<file path="src/rtl/vic_regs.sv">
// VIC-I register file ($9000-$900F): chip registers, CPU readback,
// raster line counter and decoded video/audio controls.
module vic_regs #(
    parameter int         LINES     = 312,
    parameter logic [7:0] REG0_INIT = 8'h0C,
    parameter logic [7:0] REG1_INIT = 8'h26,
    parameter logic [7:0] REG2_INIT = 8'h96,
    parameter logic [7:0] REG3_INIT = 8'h2E,
    parameter logic [7:0] REG5_INIT = 8'hF0,
    parameter logic [7:0] REGF_INIT = 8'h1B
) (
    input  logic        clk_i,
    input  logic        reset_i,
    input  logic        cs_i,
    input  logic [3:0]  rs_i,
    input  logic        wr_i,
    input  logic        rd_i,
    input  logic [7:0]  din_i,
    output logic [7:0]  dout_o,
    input  logic        line_tick_i,
    input  logic        frame_tick_i,
    output logic [8:0]  raster_o,
    output logic [15:0] screen_addr_o,
    output logic [15:0] char_rom_addr_o,
    output logic [15:0] color_ram_addr_o,
    output logic [6:0]  x_origin_o,
    output logic        interlace_o,
    output logic [7:0]  y_origin_o,
    output logic [6:0]  columns_o,
    output logic [5:0]  rows_o,
    output logic        double_height_o,
    output logic [7:0]  voice0_o,
    output logic [7:0]  voice1_o,
    output logic [7:0]  voice2_o,
    output logic [7:0]  noise_o,
    output logic [3:0]  volume_o,
    output logic [3:0]  aux_color_o,
    output logic [2:0]  border_color_o,
    output logic        inverted_o,
    output logic [3:0]  back_color_o
);

    logic [7:0] regs_q [16];
    logic [8:0] raster_q, raster_d;
    logic [7:0] dout_q;
    logic [7:0] rdata;
    logic       wr_en;

    // Regs 4 and 6-9 are read-only views (raster high bits, light pen, paddles)
    assign wr_en = cs_i & wr_i & (rs_i != 4'h4) & !(rs_i >= 4'h6 && rs_i <= 4'h9);

    // Readback mux; uses current (pre-write, pre-tick) state
    always_comb begin
        rdata = regs_q[rs_i];
        unique case (rs_i)
            4'h3:        rdata = {raster_q[0], regs_q[3][6:0]};
            4'h4:        rdata = raster_q[8:1];
            4'h6, 4'h7:  rdata = 8'h00;
            4'h8, 4'h9:  rdata = 8'hFF;
            default:     rdata = regs_q[rs_i];
        endcase
    end

    // Raster next state: frame_tick wins over line_tick, wrap at LINES-1
    always_comb begin
        raster_d = raster_q;
        if (frame_tick_i)
            raster_d = 9'd0;
        else if (line_tick_i)
            raster_d = (raster_q == 9'(LINES - 1)) ? 9'd0 : raster_q + 9'd1;
    end

    // Register storage, raster counter and registered readback
    always_ff @(posedge clk_i) begin
        if (reset_i) begin
            for (int i = 0; i < 16; i++) regs_q[i] <= 8'h00;
            regs_q[0]  <= REG0_INIT;
            regs_q[1]  <= REG1_INIT;
            regs_q[2]  <= REG2_INIT;
            regs_q[3]  <= {1'b0, REG3_INIT[6:0]};
            regs_q[5]  <= REG5_INIT;
            regs_q[15] <= REGF_INIT;
            raster_q   <= 9'd0;
            dout_q     <= 8'h00;
        end else begin
            if (wr_en)
                regs_q[rs_i] <= (rs_i == 4'h3) ? {1'b0, din_i[6:0]} : din_i;
            if (cs_i && rd_i)
                dout_q <= rdata;
            raster_q <= raster_d;
        end
    end

    assign dout_o   = dout_q;
    assign raster_o = raster_q;

    assign char_rom_addr_o  = {~regs_q[5][3], 2'b00, regs_q[5][2:0], 10'b0};
    assign screen_addr_o    = {~regs_q[5][7], 2'b00, regs_q[5][6:4], regs_q[2][7], 9'b0};
    assign color_ram_addr_o = 16'h9400 | {6'b0, regs_q[2][7], 9'b0};

    assign x_origin_o      = regs_q[0][6:0];
    assign interlace_o     = regs_q[0][7];
    assign y_origin_o      = regs_q[1];
    assign columns_o       = regs_q[2][6:0];
    assign rows_o          = regs_q[3][6:1];
    assign double_height_o = regs_q[3][0];
    assign voice0_o        = regs_q[10];
    assign voice1_o        = regs_q[11];
    assign voice2_o        = regs_q[12];
    assign noise_o         = regs_q[13];
    assign volume_o        = regs_q[14][3:0];
    assign aux_color_o     = regs_q[14][7:4];
    assign border_color_o  = regs_q[15][2:0];
    assign inverted_o      = regs_q[15][3];
    assign back_color_o    = regs_q[15][7:4];

endmodule

</file>
<file path="config.mk">
export PLATFORM = sky130hd
export DESIGN_NAME = vic_regs
export DESIGN_NICKNAME = d
export VERILOG_FILES = /design/src/rtl/vic_regs.sv
export SDC_FILE = /design/constraint.sdc
export NUM_CORES = 1
export LEC_CHECK = 0
export CAP_MARGIN = 25
export CORE_AREA = 2 2 104 132
export DETAILED_ROUTE_END_ITERATION = 8
export DIE_AREA = 0 0 106 134
export GPL_ROUTABILITY_DRIVEN = 0
export PLACE_DENSITY = 0.88
export SLEW_MARGIN = 25
export SYNTH_ARGS = -nofsm -noshare
export SYNTH_HDL_FRONTEND = slang
export SYNTH_SLANG_ARGS = --single-unit
</file>
<file path="constraint.sdc">
create_clock -name clk_i -period 4.9 [get_ports clk_i]
set_clock_uncertainty 0.2 [all_clocks]
set_input_delay 1.225 -clock clk_i [delete_from_list [all_inputs] [get_ports clk_i]]
set_output_delay 1.225 -clock clk_i [all_outputs]
set_load 0.03 [all_outputs]
</file>
After elaboration in Yosys (flattened, before gate mapping)

Memory sizes are Yosys's and may differ from the RTL's.
Cells that the tools add are included.
Widths: inputs -> output; s select.

Bits in writable memories: 128
Output and inout port bits: 143
Word-level logic and storage cells: 49
Memories: 1
Input port bits: 19
Register bits after elaboration: 17

Magnitude comparators: 2
Add/sub/neg operators: 1
Eq/ne operators: 8
Mux-type cells: 17
Bitwise operators: 11
Reduce and logical (&&, ||, !) cells: 7

Memories:

| name   | words | bits a word | read ports | clocked after memory_dff | write ports | line | RTL |
|---|---|---|---|---|---|---|---|
| regs_q | 16    | 8           | 12         | 0                        | 16          | 43   | `logic [7:0] regs_q [16];` |

Operators by type and width:

| kind                | number |
|---|---|
| $mux 8              | 8 |
| $pmux 8 s4          | 1 |
| $eq 4x3->1 const B  | 3 |
| $add 9x1->9 const B | 1 |
| $eq 9x9->1 const B  | 1 |
| $mux 9              | 1 |
| $eq 4x4->1 const B  | 2 |
| $reduce_or 8->1     | 1 |
| $mux 1              | 6 |
| $or 1x1->1          | 6 |
| $reduce_or 2->1     | 3 |
| $eq 4x2->1 const B  | 1 |
| $ge 4x3->1 const B  | 1 |
| $le 4x4->1 const B  | 1 |
| $mux 4              | 1 |
| $ne 4x3->1 const B  | 1 |
| $and 1x1->1         | 3 |
| $logic_and 1x1->1   | 2 |
| $not 1->1           | 2 |
| $logic_not 1->1     | 1 |

Longest topological paths before layout

Depth in word-level cells: 9
Gate-level depth with buffers: 7
Mapped depth without buffers: 5

Least setup slack after synthesis

OpenSTA, ideal clock, no wires.

Path kind: input-to-reg
From: input rs_i[0]
To: memory regs_q[10][0], enable pin
Path slack: 2032 ps
Library setup time: 310 ps
Path buffers: 3
Arrival time: 2358 ps
Stages on the path: 6
Data required time: 4390 ps
Cells stage by stage: buf_6 > buf_12 > buf_6 > nand2b_4 > nor3_1 > or2_2

RTL lines:

| element         | line | RTL |
|---|---|---|
| start, declared | 15   | `input logic [3:0] rs_i,` |
| end, declared   | 43   |  |

==> flow_metrics.tcl <==
set metrics [dict create \
    post_cts_resized 0 \
    synth-main-ff-cell "edfxtp_1" \
    leakagePower_nw 3.04 \
    fp.dieArea_um2 14200 \
    use_met2 0.407 \
    clock_latency_ns 0.42 \
    grt_pass1_wl_um 24600 \
    root_buffer "clkbuf_16" \
    status "completed" \
    critical_path_required_ns 4.81 \
    cts_setup_buffers 0 \
    startpoint_type "input port" \
    start_util 0.489 \
    post_drt_via_cell_ratio 5.52 \
    netlist_instances 490 \
    grt.total_usage 0.237 \
    rsz0062_at_grt "no" \
    maxSlewHeadroom 0.382 \
    ys_ff_latch 129 \
    routed_wl_um 16300 \
    met3_usage 0.0554 \
    yosysTopAreaCellShare 0.529 \
    reg2reg_depth 3 \
    htree_levels 4 \
    finalSetupViolations 0 \
    n_antenna_cell 0 \
    cts_hold_buf 0 \
    hold-worst-slack_ns 0.272 \
    drtIter0Drc 326 \
    setup_ws_ns 1.34 \
    numCtsBuffers 17 \
    min_path_type "reg -> reg" \
    async_reset_ff_frac 0 \
    clk_path_buf_depth 2 \
    endpoint_kind "flop" \
    finalCritPeriodShare 0.726 \
    globalRouteMet1Util 0.267 \
    totalPowerFinal_w 0.00296 \
    grt_start_max_net_pins 32 \
    path_clk_slew_ns 0.05 \
    synthDistinctLibCells 51 \
    hold_viol 0 \
    ys_top_cells_by_area "edfxtp_1 53%, buf_4 6.3%, dfxtp_1 5.4%" \
    finalCriticalPeriod_ns 3.56 \
    crit_type "in -> reg" \
    final_layout_size_suffix_gt1_frac 0.110 \
    postRouteAntennaNets 0 \
    timing.fmax_mhz 281 \
    busiest_layer "met2" \
    area_growth_pct 27.2 \
    firstDrtPassIters 5 \
    coreArea_um2 13000 \
    seq_area_frac_synth 0.582 \
    rows 47 \
    slew_viol_final 0 \
    io_buffers 123 \
    syn_avg_cell_area_um2 13.0 \
    min_delay_path_depth 2 \
    clock-sinks 129 \
    place_ws_ns 0.977 \
    dieHeight_um 134 \
    arrival_ns 3.46 \
    die_width_um 106 \
    yosysWarnings 0 \
    p_per_area_nw_per_um2 366 \
    drc 0 \
    synth_edf_count 112 \
    overflow 0 \
    yosys.area.top_type "edfxtp_1" \
    hpwl_um 11800 \
    final_nets 634 \
    tritoncts "yes" \
    post_drt_wl_per_cell_um 20.5 \
    fin_setup_tns_ns 0 \
    crit_fanout 13 \
    num_vias 4401 \
    netlist_area_um2 6360 \
    tightest_slew_ns 0.922 \
    ir_drop_v 0.000221 \
    io_pins 162 \
    maxCapViolCount 0 \
    reg2reg_slack_ns 3.13 \
    first_global_vias 4380 \
    antenna_found_initial 0 \
]
[final timing paths]
kind	startpoint	to
hold reg to reg	dout_o[3]	dout_o[3]
setup reg to reg	regs_q[15][1]	dout_o[1]
setup / recovery	reset_i	regs_q[12][0]
hold / removal	dout_o[3]	dout_o[3]
[cell usage after synthesis, types with 2 or more instances]
cell type    n
o31ai_1      7
mux4_2      11
mux2_2       8
nand2_1     24
or3_1       15
buf_6        3
buf_4       53
a21oi_1      9
buf_2        9
or2_2        9
nand3_1      7
nor2_1      18
nand2b_1    11
mux2i_1      8
edfxtp_1   112
clkbuf_1    17
o22ai_1      6
conb_1       2
nor3_2       2
a2bb2oi_1    7
and3_1       8
and2_1      54
o221ai_1     8
mux4_1       6
and3b_1      2
dfxtp_1     17
nor4_1       4
o211a_1      7
xor2_1       5
and2b_1      2
nor3_1       8
inv_1       10
xnor2_1      3
[per-layer routing]
metal	routed length, um	part of all wire
met5	0	0
met4	824	0.050
met3	1160	0.071
met2	8500	0.52
met1	5850	0.36
[cells in the final DEF, fill, tap and decap left out, drive strengths merged, types with 12 or more instances in the layout]
master | Yosys | layout
edfxtp | 112 | 112
conb | 2 | 63
nor2 | 18 | 18
and2 | 54 | 54
or3 | 15 | 15
clkdlybuf4s50 | 0 | 122
nand2 | 24 | 24
mux4 | 17 | 17
nand2b | 12 | 12
clkbuf | 18 | 21
dfxtp | 17 | 17
[registers in the layout, indices dropped and copies added, names as in the netlist]
signal	flops
dout_o	8
raster_o	9
regs_q	112
[layout make-up]
type / instances / area, um^2
Timing Repair Buffer: 128 / 1260
Multi-Input combinational cell: 328 / 2280
Clock inverter: 11 / 140
Clock buffer: 21 / 450
Fill cell: 943 / 4910
Inverter: 10 / 37.5
Tap cell: 171 / 214
Sequential cell: 129 / 3700
[critical path, stage by stage]
cell and delay, ns:
clkdlybuf4s50_1 0.67, nand4b_1 0.43, or2_0 0.47, nor3_2 0.37, or2_2 0.29
[stage by stage]
step / cells / utilization / cell area [um^2]
after detailed placement: 766 / 0.577 / 7500
after floorplan: 551 / - / 6590
after global routing: 798 / 0.623 / 8090
final: 798 / 0.623 / 8090
after CTS: 798 / 0.623 / 8090
after global placement: 766 / 0.577 / 7500
[power by group]
| part | switching, W | internal (W) | total (W) |
|---|---|---|---|
| clock | 0.000449 | 0.000809 | 0.00126 |
| sequential | 0.0000398 | 0.00126 | 0.00130 |
| combinational | 0.000258 | 0.000148 | 0.000405 |
| total | 0.000746 | 0.00221 | 0.00296 |
[kinds of logic (layout without fill, tap and decap cells)]
kind of cell,Yosys count,in the layout,synth area share
XOR/XNOR,8,8,0.0110
buffers and inverters,94,170,0.0948
AND/OR/NAND/NOR,172,172,0.155
multiplexers,33,33,0.0905
AO/OA/AOI/OAI,51,51,0.0628
adder cells (fa/ha/maj),1,1,0.00197
other,2,63,0.00118
flip-flops,129,129,0.582
No activity file was read; power rests on OpenSTA's default activity.
